**src/rtl/cache_controller.sv**
```systemverilog
// rtl/cache_controller.sv - direct-mapped write-back write-allocate cache controller
//
// Sits between a CPU load/store port and main memory. Drives an external tag
// array and data array through a shared index. All valid bits are cleared after
// reset (INIT), then one FSM services hits, dirty evictions and refills.
//
// Optional feature macro: CACHE_STATS_EN (adds hit_count / miss_count outputs).
//
// Ports:
//   iCLK, iRST_N                 clock (rising edge), async active-low reset
//   cpu_req/cpu_we/cpu_addr/cpu_wdata   CPU request, held until cpu_ready
//   cpu_rdata/cpu_ready          load data and one-cycle completion pulse
//   idx                          index into tag and data arrays
//   tag_we/tag_block_in          tag array write port {valid, dirty, tag}
//   tag_block_out                tag block at idx (combinational read)
//   data_we/data_wdata           data array write port
//   data_rdata                   data word at idx (combinational read)
//   mem_req/mem_we/mem_addr/mem_wdata   main-memory request, held until mem_ack
//   mem_rdata/mem_ack            refill data and one-cycle completion
//   hit_count/miss_count         access statistics (CACHE_STATS_EN only)

module cache_controller #(
    parameter int ADDR_W    = 32,
    parameter int OFFSET_W  = 2,
    parameter int IDX_W     = 5,
    parameter int DATA_W    = 32,
    parameter int TAG_W     = ADDR_W - IDX_W - OFFSET_W,
    parameter int TAG_MEM_W = TAG_W + 2
) (
    input  logic                 iCLK,
    input  logic                 iRST_N,
    input  logic                 cpu_req,
    input  logic                 cpu_we,
    input  logic [ADDR_W-1:0]    cpu_addr,
    input  logic [DATA_W-1:0]    cpu_wdata,
    output logic [DATA_W-1:0]    cpu_rdata,
    output logic                 cpu_ready,
    output logic [IDX_W-1:0]     idx,
    output logic                 tag_we,
    output logic [TAG_MEM_W-1:0] tag_block_in,
    input  logic [TAG_MEM_W-1:0] tag_block_out,
    output logic                 data_we,
    output logic [DATA_W-1:0]    data_wdata,
    input  logic [DATA_W-1:0]    data_rdata,
    output logic                 mem_req,
    output logic                 mem_we,
    output logic [ADDR_W-1:0]    mem_addr,
    output logic [DATA_W-1:0]    mem_wdata,
    input  logic [DATA_W-1:0]    mem_rdata,
    input  logic                 mem_ack
`ifdef CACHE_STATS_EN
    ,
    output logic [31:0]          hit_count,
    output logic [31:0]          miss_count
`endif
);

    typedef enum logic [2:0] {
        S_INIT,
        S_IDLE,
        S_COMPARE,
        S_WRITEBACK,
        S_ALLOCATE
    } state_t;

    state_t              state_q, state_d;
    logic [IDX_W-1:0]    cnt_q;
    logic [ADDR_W-1:0]   addr_q;
    logic                we_q;
    logic [DATA_W-1:0]   wdata_q;

    // Byte-offset bits never reach the arrays or memory.
    logic unused_offset;
    assign unused_offset = ^cpu_addr[OFFSET_W-1:0];

    logic [TAG_W-1:0] req_tag;
    logic [IDX_W-1:0] req_idx;
    logic             blk_valid;
    logic             blk_dirty;
    logic [TAG_W-1:0] blk_tag;
    logic             hit;

    assign req_tag   = addr_q[ADDR_W-1 -: TAG_W];
    assign req_idx   = addr_q[OFFSET_W +: IDX_W];
    assign blk_valid = tag_block_out[TAG_MEM_W-1];
    assign blk_dirty = tag_block_out[TAG_MEM_W-2];
    assign blk_tag   = tag_block_out[TAG_W-1:0];
    assign hit       = blk_valid && (blk_tag == req_tag);

    always_ff @(posedge iCLK or negedge iRST_N) begin
        if (!iRST_N) begin
            state_q <= S_INIT;
            cnt_q   <= '0;
            addr_q  <= '0;
            we_q    <= 1'b0;
            wdata_q <= '0;
        end else begin
            state_q <= state_d;
            if (state_q == S_INIT) begin
                cnt_q <= cnt_q + 1'b1;
            end
            if (state_q == S_IDLE && cpu_req) begin
                addr_q  <= cpu_addr;
                we_q    <= cpu_we;
                wdata_q <= cpu_wdata;
            end
        end
    end

    always_comb begin
        state_d      = state_q;
        cpu_rdata    = '0;
        cpu_ready    = 1'b0;
        idx          = req_idx;
        tag_we       = 1'b0;
        tag_block_in = '0;
        data_we      = 1'b0;
        data_wdata   = '0;
        mem_req      = 1'b0;
        mem_we       = 1'b0;
        mem_addr     = '0;
        mem_wdata    = '0;
        case (state_q)
            S_INIT: begin
                idx    = cnt_q;
                tag_we = 1'b1;
                if (&cnt_q) begin
                    state_d = S_IDLE;
                end
            end
            S_IDLE: begin
                if (cpu_req) begin
                    state_d = S_COMPARE;
                end
            end
            S_COMPARE: begin
                if (hit) begin
                    cpu_ready = 1'b1;
                    if (we_q) begin
                        data_we      = 1'b1;
                        data_wdata   = wdata_q;
                        tag_we       = 1'b1;
                        tag_block_in = {2'b11, req_tag};
                    end else begin
                        cpu_rdata = data_rdata;
                    end
                    state_d = S_IDLE;
                end else if (blk_valid && blk_dirty) begin
                    state_d = S_WRITEBACK;
                end else begin
                    state_d = S_ALLOCATE;
                end
            end
            S_WRITEBACK: begin
                // Arrays are untouched here, so the old tag and word stay stable.
                mem_req   = 1'b1;
                mem_we    = 1'b1;
                mem_addr  = {blk_tag, req_idx, {OFFSET_W{1'b0}}};
                mem_wdata = data_rdata;
                if (mem_ack) begin
                    state_d = S_ALLOCATE;
                end
            end
            S_ALLOCATE: begin
                mem_req  = 1'b1;
                mem_addr = {req_tag, req_idx, {OFFSET_W{1'b0}}};
                if (mem_ack) begin
                    data_we      = 1'b1;
                    data_wdata   = mem_rdata;
                    tag_we       = 1'b1;
                    tag_block_in = {2'b10, req_tag};
                    state_d      = S_COMPARE;
                end
            end
            default: begin
                state_d = S_INIT;
            end
        endcase
    end

`ifdef CACHE_STATS_EN
    // Set on acceptance, cleared on the first COMPARE so the re-compare after
    // a refill is not counted a second time.
    logic first_q;

    always_ff @(posedge iCLK or negedge iRST_N) begin
        if (!iRST_N) begin
            first_q    <= 1'b0;
            hit_count  <= '0;
            miss_count <= '0;
        end else begin
            if (state_q == S_IDLE && cpu_req) begin
                first_q <= 1'b1;
            end else if (state_q == S_COMPARE) begin
                first_q <= 1'b0;
                if (first_q) begin
                    if (hit) begin
                        hit_count <= hit_count + 32'd1;
                    end else begin
                        miss_count <= miss_count + 32'd1;
                    end
                end
            end
        end
    end
`endif

endmodule
```
**config.mk**
```make
export PLATFORM = sky130hd
export DESIGN_NAME = cache_controller
export DESIGN_NICKNAME = d
export VERILOG_FILES = /design/src/rtl/cache_controller.sv
export SDC_FILE = /design/constraint.sdc
export NUM_CORES = 1
export LEC_CHECK = 0
export CELL_PAD_IN_SITES_DETAIL_PLACEMENT = 0
export CELL_PAD_IN_SITES_GLOBAL_PLACEMENT = 1
export CORE_ASPECT_RATIO = 1.2
export CORE_MARGIN = 2
export CORE_UTILIZATION = 26
export CTS_CLUSTER_SIZE = 30
export DETAILED_ROUTE_END_ITERATION = 8
export PLACE_DENSITY = 0.85
export SLEW_MARGIN = 20
export SYNTH_ARGS = -nofsm -noshare
export SYNTH_HDL_FRONTEND = slang
export SYNTH_SLANG_ARGS = --single-unit
export TNS_END_PERCENT = 30
```
**constraint.sdc**
```tcl
create_clock -name iCLK -period 4.25 [get_ports iCLK]
set_clock_uncertainty 0.2 [all_clocks]
set_input_delay 0.6375 -clock iCLK [delete_from_list [all_inputs] [get_ports iCLK]]
set_output_delay 0.6375 -clock iCLK [all_outputs]
set_load 0.05 [all_outputs]
```
# [Word level (Yosys, flattened, before mapping)]
# Index checks and enable logic that the tools add are counted.
[op_classes] add_sub_neg=1 eq_ne=9 mux=30 reduce_logical=7
[ops] operator="$mux W32" count=7
[ops] operator="$pmux W32 S2" count=2
[ops] operator="$mux W27" count=3
[ops] operator="$pmux W27 S2" count=1
[ops] operator="$eq A25 B25 Y1" count=1
[ops] operator="$mux W3" count=6
[ops] operator="$pmux W3 S5" count=1
[ops] operator="$mux W1" count=7
[ops] operator="$eq A3 B2 Y1 const B" count=2
[ops] operator="$ne A2 B2 Y1 const B" count=3
[ops] operator="$add A5 B1 Y5 const B" count=1
[ops] operator="$mux W5" count=1
[ops] operator="$reduce_and A5 Y1" count=1
[ops] operator="$reduce_and A4 Y1" count=1
[ops] operator="$eq A3 B1 Y1 const B" count=1
[ops] operator="$eq A3 B3 Y1 const B" count=1
[ops] operator="$logic_and A1 B1 Y1" count=3
[ops] operator="$logic_not A3 Y1" count=1
[ops] operator="$pmux W1 S3" count=1
[ops] operator="$ne A2 B1 Y1 const B" count=1
[ops] operator="$pmux W1 S2" count=1
[ops] operator="$reduce_or A2 Y1" count=1
[word_totals] ff_bits=73 output_inout_bits=165 wordCells=52

# [Depth between registers and ports, before layout]
# Gate-level depths: netlist of run 1.
[depth] ltp_word=4 depth_mapped=8 ltp_nobuf=8

# [Least setup slack after synthesis of run 1]
# OpenSTA, ideal clock, no wires.
[synth_path] kind="input to output" from="input port tag_block_out[3]" to="output port tag_block_in[19]" t_arrival_ns=2.591 required_time_ns=3.412 setup_slack_ns=0.822 stages=6 cell_sequence="nor2b_1 a2111o_1 nor4_2 nand3_1 buf_2 a21oi_1"
[synth_between] elab_chain_len=4
[synth_rtl] item="start: declaration" line="41" text="input logic [TAG_MEM_W-1:0] tag_block_out,"
[synth_rtl] item="$eq A25 B25 Y1" line="88" text="assign hit = blk_valid && (blk_tag == req_tag);"
[synth_rtl] item="$logic_and A1 B1 Y1" line="88"
[synth_rtl] item="$mux W27" line="137" text="if (hit) begin"
[synth_rtl] item="$pmux W27 S2" line="123" text="case (state_q)"
[synth_rtl] item="end: declaration" line="40" text="output logic [TAG_MEM_W-1:0] tag_block_in,"
# No other way between the ends.

# [Worst setup path after layout of run 1]
[layout_path] from="input port tag_block_out[3]" to="output port data_wdata[27]"
[layout_between] elab_chain_len=4
[layout_rtl] item="$eq A25 B25 Y1" line="88"
[layout_rtl] item="$logic_and A1 B1 Y1" line="88"
[layout_rtl] item="$mux W32" line="137"
[layout_rtl] item="$pmux W32 S2" line="123"
[layout_rtl] item="end: declaration" line="43" text="output logic [DATA_W-1:0] data_wdata,"
# No other way between the ends.

==> summary.txt, run 1 <==
Outcome
  • Status: completed

Clocking
  • CTS tree: built
  • Clk slew on worst S/H paths: 0.06 ns
  • Hold_buf cts: 0
  • Post-CTS setup buffer count: 0
  • Clock Tree Root: clkbuf_16
  • Num CTS Buffers: 9
  • Gates resized, CTS repair: 0
  • Clk_lat worst skew: 0.34 ns
  • Clk sinks: 71
  • H-Tree Depth: 3
  • Clk buf depth: 2

Detailed routing
  • Routed len/inst: 17.0 um
  • Vias: 4849
  • DR vias/cell: 4.62
  • Routed Antenna Nets: 0
  • Initial drt markers: 141
  • Remaining DRCs: 0
  • Final Routed Wirelength: 17.8 mm
  • Pre-Repair DR Iteration Count: 4

Synthesis
  • Yosys warning total: 0
  • Post-synth EDFFs: 0
  • Syn Inst Count: 524
  • Synth Register Bits: 71
  • Post-synthesis cell type count: 39
  • Synthesized cell area: 4500 um2
  • Top_reg_cell synth: dfrtp_1
  • Syn_area_per_cell: 8.59 um2
  • Sequential area share after synthesis: 39.5%
  • Async SR Flop Fraction: 100%

Critical path
  • Req. time, crit path: 3.41 ns
  • CP endpoint kind: output port
  • Critical path type: in2out
  • CP max stage delay: 0.44 ns
  • Startpoint types: input port
  • Cell Chain, Critical Path: clkdlybuf4s50_1 -> nor2b_1 -> a2111o_1 -> nor4_2 -> nand3_2 -> buf_4 -> o21ai_1 -> buf_12
  • Critical path buffer and inverter count: 3
  • Critical path arrival: 2.96 ns
  • Crit Path Max Fanout: 44
  • CP delay by family, top: buffers and inverters
  • Crit path max-delay cell type: clkdlybuf4s50_1

Hold path
  • Worst min path class: in2async

Timing
  • Tmin final: 3.80 ns
  • Slew Limit Fails: 0
  • Worst Slack Setup Final: 0.450 ns
  • RSZ-0062 raised after global routing: false
  • Final hold violation count: 0
  • Worst rel slew slack: 36.0%
  • Worst slew pin tran: 0.960 ns
  • Final setup violation count: 0
  • Final worst path period share: 89.4%
  • Setup TNS Final: 0 ns
  • Hold_ws: 0.245 ns
  • Fmax: 0.263 GHz

Floorplan
  • Num ports: 325
  • DIE WIDTH: 124 um
  • Initial Utilization: 26.6%
  • Placeable Area: 16900 um2
  • DIE HEIGHT: 148 um
  • FP Rows: 52
  • Die area: 18400 um2

Global route
  • Gr usage total: 19.1%
  • Initial antenna violation count: 1
  • Largest net degree at the start of global routing: 72
  • First-pass GRT wire length: 26.7 mm
  • Gr ovfl total: 0
  • Vias in the first global route: 4835

Placement
  • Placed Area: 8850 um2
  • Post-place setup slack: 0.458 ns
  • Routability cong.: 0.820
  • Placed Cells incl. Taps: 1032
  • Port Buf Inserts: 320
  • Hpwl dp: 13.8 mm

Finish
  • Final instance area: 9190 um2
  • Area grow syn2layout: 104%
  • Nets: 990
  • Share of cells above drive strength 1: 19.8%
  • Layout Cells excl Fill: 1050

Power
  • Cell Pwr Density: 489 nW/um2
  • Maximum VDD drop: 0.319 mV
  • Pleak: 0.00368 uW

Run
  • Max_cap viols: 0
==> placed cells by master, fill, tap and decap left out, types with 9 or more instances in the layout <==
cell type / instances
mux2_2: 35
o21ai_0: 36
a21boi_1: 22
xnor2_1: 18
buf_4: 10
nand2_1: 73
a22o_1: 25
dfrtp_1: 71
clkbuf_16: 9
o21ai_1: 34
nor2b_1: 11
inv_1: 41
and2_1: 65
buf_12: 95
clkdlybuf4s50_1: 225
==> state kept, by name (all words and copies together) (netlist names) <==
name,cells
state_q,3
cnt_q,5
wdata_q,32
we_q,1
addr_q,30
==> per-layer routing <==
layer  global-route usage (%)  routed length (um)  share of wire (%)
met1                     21.1                6360                 36
met3                     5.83                1740                9.8
met4                     8.09                 582                3.3
met2                     33.4                9120                 51
met5                        0                   0                  0
==> cell usage after synthesis, drive strengths merged (3+ instances only) <==
cell    count  share of area [%]
nand2b      5               0.70
o21ai      70                7.8
xnor2      18                3.5
a22o       25                4.9
buf        19                2.2
nor2        8               0.67
a21boi     22                3.7
dfrtp      71                 39
and2       65                9.0
inv        42                3.5
nand4       5               0.70
nor2b      11                1.5
clkbuf     20                1.7
mux2       35                8.8
nand3       3               0.33
nand2      73                6.1
nor3        4               0.67
a21oi       7               0.78
==> final cells by class <==
class | count | area (um2)
inverters | 42 | 158
clock inverters | 6 | 67.6
clock buffers | 10 | 239
repair buffers | 331 | 4260
well taps | 216 | 270
multi-input cells | 373 | 2420
diodes | 1 | 2.50
flip-flops and latches | 71 | 1780
fillers | 1556 | 7730
==> where the power goes <==
| part | internal [uW] | switching [uW] | leakage (uW) | total [uW] |
|---|---|---|---|---|
| logic | 1070 | 1360 | 0.00267 | 2430 |
| clock network | 473 | 314 | 0.000145 | 786 |
| registers | 1020 | 260 | 0.000860 | 1280 |
==> worst register-to-register path, stage by stage, from the launching register on <==
cell     delay, ns
dfrtp_1       0.51
inv_1         0.18
nand2_1       0.12
nor2_4        0.40
buf_16        0.24
buf_4         0.33
nand2_1       0.10
o21ai_0       0.08
==> stage by stage <==
| step | utilization (%) | total power (uW) |
|---|---|---|
| 3_5_place_dp | 52.3 | 3720 |
| 3_3_place_gp | 52.3 | 3680 |
| 5_1_grt | 54.3 | 4760 |
| 2_1_floorplan | - | 2780 |
| 6_report | 54.3 | 4490 |
| 4_1_cts | 54.1 | 4530 |
==> path summary, 6_finish.rpt <==
| check | slack (ns) | endpoint | start | depth (start not counted) |
|---|---|---|---|---|
| hold / removal | 0.25 | addr_q[22]$_DFFE_PN0P_ | iRST_N | 1 |
| setup reg to reg | 2.01 | wdata_q[27]$_DFFE_PN0P_ | state_q[1]$_DFFE_PN0P_ | 7 |
| hold reg to reg | 0.31 | cnt_q[3]$_DFFE_PN0P_ | cnt_q[3]$_DFFE_PN0P_ | 1 |
| max in group asynchronous | 2.97 | wdata_q[22]$_DFFE_PN0P_ | iRST_N | 1 |
| min in group iCLK | 0.31 | cnt_q[3]$_DFFE_PN0P_ | cnt_q[3]$_DFFE_PN0P_ | 1 |
| setup / recovery | 0.45 | data_wdata[27] | tag_block_out[3] | 8 |
==> kinds of logic after synthesis <==
logic type      count (synthesis)  synth area share [%]
mux                            37                  9.20
compound gates                132                  18.6
simple gates                  181                  21.0
other cells                     1                0.0833
fa+ha+maj                       2                 0.556
flops                          71                  39.5
buf+inv                        81                  7.40
xor+xnor                       19                  3.70
No activity file was read; power rests on OpenSTA's default activity.
==> run 2, diff against run 1 <==
--- a/config.mk
+++ b/config.mk
@@ -5,6 +5,7 @@
 export SDC_FILE = /design/constraint.sdc
 export NUM_CORES = 1
 export LEC_CHECK = 0
+export CAP_MARGIN = 20
 export CELL_PAD_IN_SITES_DETAIL_PLACEMENT = 0
 export CELL_PAD_IN_SITES_GLOBAL_PLACEMENT = 1
 export CORE_ASPECT_RATIO = 1.2
@@ -12,7 +13,7 @@
 export CORE_UTILIZATION = 26
 export CTS_CLUSTER_SIZE = 30
 export DETAILED_ROUTE_END_ITERATION = 8
-export PLACE_DENSITY = 0.85
+export PLACE_DENSITY_LB_ADDON = 0.08
 export SLEW_MARGIN = 20
 export SYNTH_ARGS = -nofsm -noshare
 export SYNTH_HDL_FRONTEND = slang
==> run 2 against run 1 <==
- utilization fell by 0.24 points
- critical path depth did not move
- sequential power barely moved
- fmax rose by 0.70%
- hold slack improved by 0.0034 ns
- design area fell by 0.44%
- flip-flop and latch count did not move
- register-to-register slack improved by 0.06 ns
- die area did not move
- via count rose by 0.12%
- critical endpoint is now tag_block_in[10]
- largest cell class unchanged
==> summary.txt, run 2 (synthesis gave the netlist of run 1 again) <==
Outcome
  • Status: completed (unchanged)

Placement
  • Port Buf Inserts: 320 (unchanged)
  • Hpwl dp: 13.8 mm (about the same)
  • Routability cong.: 0.778 (was 0.820)
  • Placed Cells incl. Taps: 1032 (unchanged)

Detailed routing
  • Final Routed Wirelength: 18.0 mm (was 17.8 mm)
  • Remaining DRCs: 0 (unchanged)
  • Pre-Repair DR Iteration Count: 4 (unchanged)
  • DR vias/cell: 4.62 (about the same)
  • Routed len/inst: 17.1 um (was 17.0 um)
  • Vias: 4855 (was 4849)
  • Routed Antenna Nets: 0 (unchanged)
  • Initial drt markers: 146 (was 141)

Global route
  • Largest net degree at the start of global routing: 72 (unchanged)
  • Vias in the first global route: 4935 (was 4835)
  • Gr usage total: 19.3% (was 19.1%)
  • Gr ovfl total: 0 (unchanged)
  • First-pass GRT wire length: 27.1 mm (was 26.7 mm)
  • Initial antenna violation count: 3 (was 1)

Floorplan
  • Num ports: 325 (unchanged)
  • Placeable Area: 16900 um2 (unchanged)
  • FP Rows: 52 (unchanged)
  • Initial Utilization: 26.6% (unchanged)
  • Die area: 18400 um2 (unchanged)
  • DIE WIDTH: 124 um (unchanged)
  • DIE HEIGHT: 148 um (unchanged)

Critical path
  • Critical path type: in2out (unchanged)
  • CP endpoint kind: output port (unchanged)
  • FF-to-FF setup slack: 2.07 ns (was 2.01 ns)
  • CP max stage delay: 0.44 ns (about the same)
  • Worst setup endpoint: tag_block_in[10] (was data_wdata[27])
  • Critical Path Start: tag_block_out[3] (unchanged)
  • Startpoint types: input port (unchanged)
  • FF-to-FF path depth: 5 (was 7)
  • Cell Chain, Critical Path: clkdlybuf4s50_1 -> nor2b_1 -> a2111o_1 -> nor4_2 -> nand3_2 -> buf_4 -> a21boi_1 -> buf_12 (was clkdlybuf4s50_1 -> nor2b_1 -> a2111o_1 -> nor4_2 -> nand3_2 -> buf_4 -> o21ai_1 -> buf_12)
  • Crit Path Max Fanout: 47 (was 44)
  • Crit path max-delay cell type: clkdlybuf4s50_1 (unchanged)
  • Critical path arrival: 2.94 ns (was 2.96 ns)
  • R2R Path End: addr_q[17]$_DFFE_PN0P_ (was wdata_q[27]$_DFFE_PN0P_)
  • Req. time, crit path: 3.41 ns (about the same)
  • R2R Path Start: state_q[1]$_DFFE_PN0P_ (unchanged)

Hold path
  • Worst min path class: in2async (unchanged)

Power
  • Final Total Pwr: 4470 uW (was 4490 uW)
  • Psw: 1900 uW (was 1930 uW)
  • Maximum VDD drop: 0.177 mV (was 0.319 mV)
  • Cell Pwr Density: 489 nW/um2 (about the same)
  • Pleak: 0.00367 uW (was 0.00368 uW)
  • Sw frac: 42.4% (was 43.1%)
  • Logic pwr share: 54.0% (was 54.1%)
  • Sequential Power Share: 28.1% (was 28.4%)
  • Internal: 2580 uW (was 2560 uW)
  • Clock share of power: 17.9% (was 17.5%)

Finish
  • Most frequent cells in the layout: clkdlybuf4s50_1 (225), buf_12 (93), nand2_1 (73), dfrtp_1 (71), and2_1 (65) (was clkdlybuf4s50_1 (225), buf_12 (95), nand2_1 (73), dfrtp_1 (71), and2_1 (65))
  • Post-Route Utilization: 54.1% (was 54.3%)
  • Share of cells above drive strength 1: 19.6% (was 19.8%)
  • Biggest regs: wdata_q x32, addr_q x30, cnt_q x5 (unchanged)
  • Nets: 989 (was 990)
  • Commonest non-fill, non-tap cell in the layout: clkdlybuf4s50_1 (unchanged)
  • Max FFs per register: 32 (unchanged)
  • Layout Cells excl Fill: 1051 (was 1050)
  • Area grow syn2layout: 103% (was 104%)
  • Biggest register: wdata_q (unchanged)

Timing
  • Fmax: 0.265 GHz (was 0.263 GHz)
  • Worst slew pin tran: 0.948 ns (was 0.960 ns)
  • Final setup violation count: 0 (unchanged)
  • Slew Limit Fails: 0 (unchanged)
  • RSZ-0062 raised after global routing: false (unchanged)
  • Final worst path period share: 88.8% (was 89.4%)
  • Final hold violation count: 0 (unchanged)
  • Setup TNS Final: 0 ns (unchanged)
  • Worst rel slew slack: 36.8% (was 36.0%)
  • Tmin final: 3.77 ns (was 3.80 ns)

Clocking
  • Num CTS Buffers: 9 (unchanged)
  • Clk sinks: 71 (unchanged)
  • Hold_buf cts: 0 (unchanged)
  • Clk slew on worst S/H paths: 0.06 ns (about the same)
  • Clk_lat worst skew: 0.33 ns (was 0.34 ns)
  • Clk buf depth: 2 (unchanged)
  • CTS tree: built (unchanged)
  • Post-CTS setup buffer count: 0 (unchanged)
  • Clock Tree Root: clkbuf_16 (unchanged)
  • H-Tree Depth: 3 (unchanged)
  • Gates resized, CTS repair: 0 (unchanged)

Run
  • Max_cap viols: 0 (unchanged)
[run 2: changes by cell type in the layout (fill, tap and decap cells not counted)]
cell and change:
diode_2 +3, buf_12 -2, buf_4 +2, buf_16 -1, bufinv_16 +1, clkbuf_8 -1, clkinv_2 +1, clkinvlp_4 -1
inv_6 -1
[run 2: how the worst min path moves through the flow]
stage | startpoint | endpoint | slack (ns) | depth (start not counted)
detailed placement | cnt_q[3]$_DFFE_PN0P_ | cnt_q[3]$_DFFE_PN0P_ | 0.31 | 1
global route | iRST_N | addr_q[20]$_DFFE_PN0P_ | 0.34 | 1
CTS | iRST_N | addr_q[20]$_DFFE_PN0P_ | 0.30 | 1
floorplan | iRST_N | addr_q[10]$_DFFE_PN0P_ | 0.14 | 0
finish | iRST_N | addr_q[20]$_DFFE_PN0P_ | 0.25 | 1
global placement | cnt_q[3]$_DFFE_PN0P_ | cnt_q[3]$_DFFE_PN0P_ | 0.28 | 1
[run 2: worst max-delay path: cells and delay by family]
family / cells / cell delay [ns]
and+or+nand+nor: 3 / 0.58
buffers and inverters: 3 / 0.94
AOI/OAI and AO/OA: 2 / 0.75
[run 2: cell type report]
class / instances / area [um2]
sequential: 71 / 1780
clock buffer: 9 / 225
fill: 1557 / 7770
tap: 216 / 270
clock inverter: 6 / 86.3
inverter: 42 / 158
multi-input combinational: 373 / 2420
timing repair buffer: 330 / 4200
antenna: 4 / 10.0
[run 2: power by group through the flow]
stage	Sequential, uW	Combinational [uW]	Clock (uW)
global placement	1260	2400	0
floorplan	1190	1590	0
finish	1260	2410	800
detailed placement	1280	2430	0
global route	1310	2580	856
CTS	1260	2440	827
[run 2: layer usage]
layer	routed length, um	GRT usage (%)	vias up
met3	1960	6.94	27
li1	-	-	2358
met2	9120	33.7	219
met1	6520	21.1	2251
met4	430	7.58	0
met5	0	0	-
[run 2: stage by stage]
stage	hold WS, ns	setup slack (ns)	instance area (um2)
floorplan	0.142	0.822	4500
global placement	0.275	0.454	8830
detailed placement	0.312	0.448	8830
CTS	0.300	0.442	9140
global route	0.342	0.257	9150
finish	0.249	0.476	9150
==> run 3, diff against run 2 <==
--- a/config.mk
+++ b/config.mk
@@ -10,7 +10,7 @@
 export CELL_PAD_IN_SITES_GLOBAL_PLACEMENT = 1
 export CORE_ASPECT_RATIO = 1.2
 export CORE_MARGIN = 2
-export CORE_UTILIZATION = 26
+export CORE_UTILIZATION = 24
 export CTS_CLUSTER_SIZE = 30
 export DETAILED_ROUTE_END_ITERATION = 8
 export PLACE_DENSITY_LB_ADDON = 0.08
==> constraint.sdc (replaced) <==
create_clock -name iCLK -period 3.5 [get_ports iCLK]
set_clock_uncertainty 0.2 [all_clocks]
set_input_delay 0.525 -clock iCLK [delete_from_list [all_inputs] [get_ports iCLK]]
set_output_delay 0.525 -clock iCLK [all_outputs]
set_load 0.05 [all_outputs]
==> run 3 against run 2 <==
- sequential share of layout area fell by 0.66 points
- global-route usage shrank 1.2 points
- setup slack worse by 0.38 ns
- die area grew 8.1%
- sequential power grew 21%
- critical path type unchanged
==> summary.txt, run 3 (synthesis gave the netlist of run 1 again) <==
Critical path
  • Crit Path Max Fanout: 14 (was 47)
  • FF-to-FF setup slack: 1.26 ns (was 2.07 ns)
  • Startpoint types: input port (unchanged)
  • CP max stage delay: 0.46 ns (was 0.44 ns)
  • Critical path arrival: 2.68 ns (was 2.94 ns)
  • Crit path max-delay cell type: a2111o_1 (was clkdlybuf4s50_1)
  • Req. time, crit path: 2.77 ns (was 3.41 ns)
  • CP endpoint kind: output port (unchanged)
  • Critical path type: in2out (unchanged)
  • Cell Chain, Critical Path: clkdlybuf4s50_1 -> nor2b_1 -> a2111o_1 -> nor4_4 -> nand3_2 -> buf_4 -> a21boi_1 -> buf_12 (was clkdlybuf4s50_1 -> nor2b_1 -> a2111o_1 -> nor4_2 -> nand3_2 -> buf_4 -> a21boi_1 -> buf_12)

Power
  • Cell Pwr Density: 581 nW/um2 (was 489 nW/um2)
  • Maximum VDD drop: 0.253 mV (was 0.177 mV)
  • Pleak: 0.00379 uW (was 0.00367 uW)

Floorplan
  • DIE WIDTH: 129 um (was 124 um)
  • Die area: 19900 um2 (was 18400 um2)
  • Num ports: 325 (unchanged)
  • Placeable Area: 18300 um2 (was 16900 um2)
  • DIE HEIGHT: 154 um (was 148 um)
  • FP Rows: 54 (was 52)
  • Initial Utilization: 24.6% (was 26.6%)

Clocking
  • Clk slew on worst S/H paths: 0.06 ns (about the same)
  • Clk buf depth: 2 (unchanged)
  • Num CTS Buffers: 9 (unchanged)
  • CTS tree: built (unchanged)
  • Clock Tree Root: clkbuf_16 (unchanged)
  • H-Tree Depth: 3 (unchanged)
  • Hold_buf cts: 0 (unchanged)
  • Clk sinks: 71 (unchanged)
  • Post-CTS setup buffer count: 0 (unchanged)
  • Gates resized, CTS repair: 0 (unchanged)
  • Clk_lat worst skew: 0.33 ns (about the same)

Finish
  • Commonest non-fill, non-tap cell in the layout: clkdlybuf4s50_1 (unchanged)
  • Final instance area: 9470 um2 (was 9150 um2)
  • Nets: 998 (was 989)
  • Most frequent cells in the layout: clkdlybuf4s50_1 (225), buf_12 (98), nand2_1 (73), dfrtp_1 (71), and2_1 (65) (was clkdlybuf4s50_1 (225), buf_12 (93), nand2_1 (73), dfrtp_1 (71), and2_1 (65))
  • Share of cells above drive strength 1: 25.7% (was 19.6%)
  • Biggest register: wdata_q (unchanged)
  • Max FFs per register: 32 (unchanged)
  • Biggest regs: wdata_q x32, addr_q x30, cnt_q x5 (unchanged)
  • Post-Route Utilization: 51.7% (was 54.1%)
  • Fillers: 1702 (was 1557)
  • Area grow syn2layout: 111% (was 103%)

Timing
  • RSZ-0062 raised after global routing: true (was false)
  • Slew Limit Fails: 0 (unchanged)
  • Worst slew pin tran: 0.976 ns (was 0.948 ns)
  • Final hold violation count: 0 (unchanged)
  • Worst rel slew slack: 34.9% (was 36.8%)
  • Tmin final: 3.40 ns
  • Hold_ws: 0.121 ns (was 0.249 ns)
  • Final setup violation count: 0 (unchanged)
  • Fmax: 0.294 GHz
  • Final worst path period share: 97.2%

Hold path
  • Worst min path class: in2async (unchanged)

Global route
  • Gr ovfl total: 0 (unchanged)
  • Gr usage total: 18.2% (was 19.3%)
  • Largest net degree at the start of global routing: 72 (unchanged)
  • Initial antenna violation count: 4 (was 3)
  • Vias in the first global route: 4854 (was 4935)
  • First-pass GRT wire length: 27.7 mm (was 27.1 mm)

Detailed routing
  • Routed Antenna Nets: 0 (unchanged)
  • Initial drt markers: 163 (was 146)
  • Pre-Repair DR Iteration Count: 4 (unchanged)
  • DR vias/cell: 4.45 (was 4.62)
  • Vias: 4872 (was 4855)
  • Routed len/inst: 17.0 um (was 17.1 um)
  • Final Routed Wirelength: 18.6 mm (was 18.0 mm)
  • Remaining DRCs: 0 (unchanged)

Placement
  • Port Buf Inserts: 320 (unchanged)
  • Hpwl dp: 14.2 mm (was 13.8 mm)
  • Placed Area: 9000 um2 (was 8830 um2)
  • Routability cong.: 0.757 (was 0.778)

Outcome
  • Status: completed (unchanged)

Run
  • Max_cap viols: 0 (unchanged)
run 3: cell types whose count changed in the layout (fill, tap and decap cells not counted), moves of 3 or more:
cell and change:
buf_12 +5, a21boi_2 +8, a21oi_2 +3, a21boi_1 -8
diode_2 -3, o21ai_2 +32, buf_4 +4, o21ai_1 -32
a21oi_1 -3
run 3: final cells by class:
class | count | area [um2] | area share, %
Clock buffer | 10 | 229 | 2.42
Inverter | 42 | 158 | 1.66
Timing Repair Buffer | 339 | 4330 | 45.7
Tap cell | 252 | 315 | 3.33
Sequential cell | 71 | 1780 | 18.8
Antenna cell | 1 | 2.50 | 0.0264
Multi-Input combinational cell | 373 | 2600 | 27.4
Clock inverter | 6 | 61.3 | 0.647
run 3: power breakdown:
group	switching [uW]	internal [uW]
clock	360	549
sequential	286	1230
combinational	1730	1340
run 3: path summary, 6_finish.rpt:
| path | from | endpoint | depth (start not counted) |
|---|---|---|---|
| max | tag_block_out[3] | tag_block_in[16] | 8 |
| min | iRST_N | addr_q[18]$_DFFE_PN0P_ | 1 |
| max reg2reg | state_q[2]$_DFFE_PN0P_ | addr_q[28]$_DFFE_PN0P_ | 4 |
| min reg2reg | cnt_q[3]$_DFFE_PN0P_ | cnt_q[3]$_DFFE_PN0P_ | 1 |
| max in group asynchronous | iRST_N | wdata_q[12]$_DFFE_PN0P_ | 1 |
| min in group iCLK | cnt_q[3]$_DFFE_PN0P_ | cnt_q[3]$_DFFE_PN0P_ | 1 |
run 3: layer usage:
metal	up-vias	wire length (um)	share of wire [%]	global-route usage (%)
met5	-	37	0.20	0
met4	6	457	2.5	7.19
met3	28	1790	9.6	6.61
met2	208	9550	51	31.8
met1	2254	6780	36	19.7
li1	2376	-	-	-
run 3: per-stage QoR:
step                std cells  setup slack, ns  power, uW  setup TNS, ns
finish                   1094           0.0981       5500              0
global route             1094          -0.0444       5850         -0.262
CTS                      1093           0.0808       5500              0
detailed placement       1077           0.0947       4550              0
global placement         1077           0.0946       4500              0
floorplan                 525            0.297       3380              0
run 3: critical path: cells and delay by family:
family          cells  cell delay [ns]
compound gates      2             0.73
buf+inv             3             0.84
simple gates        3             0.58
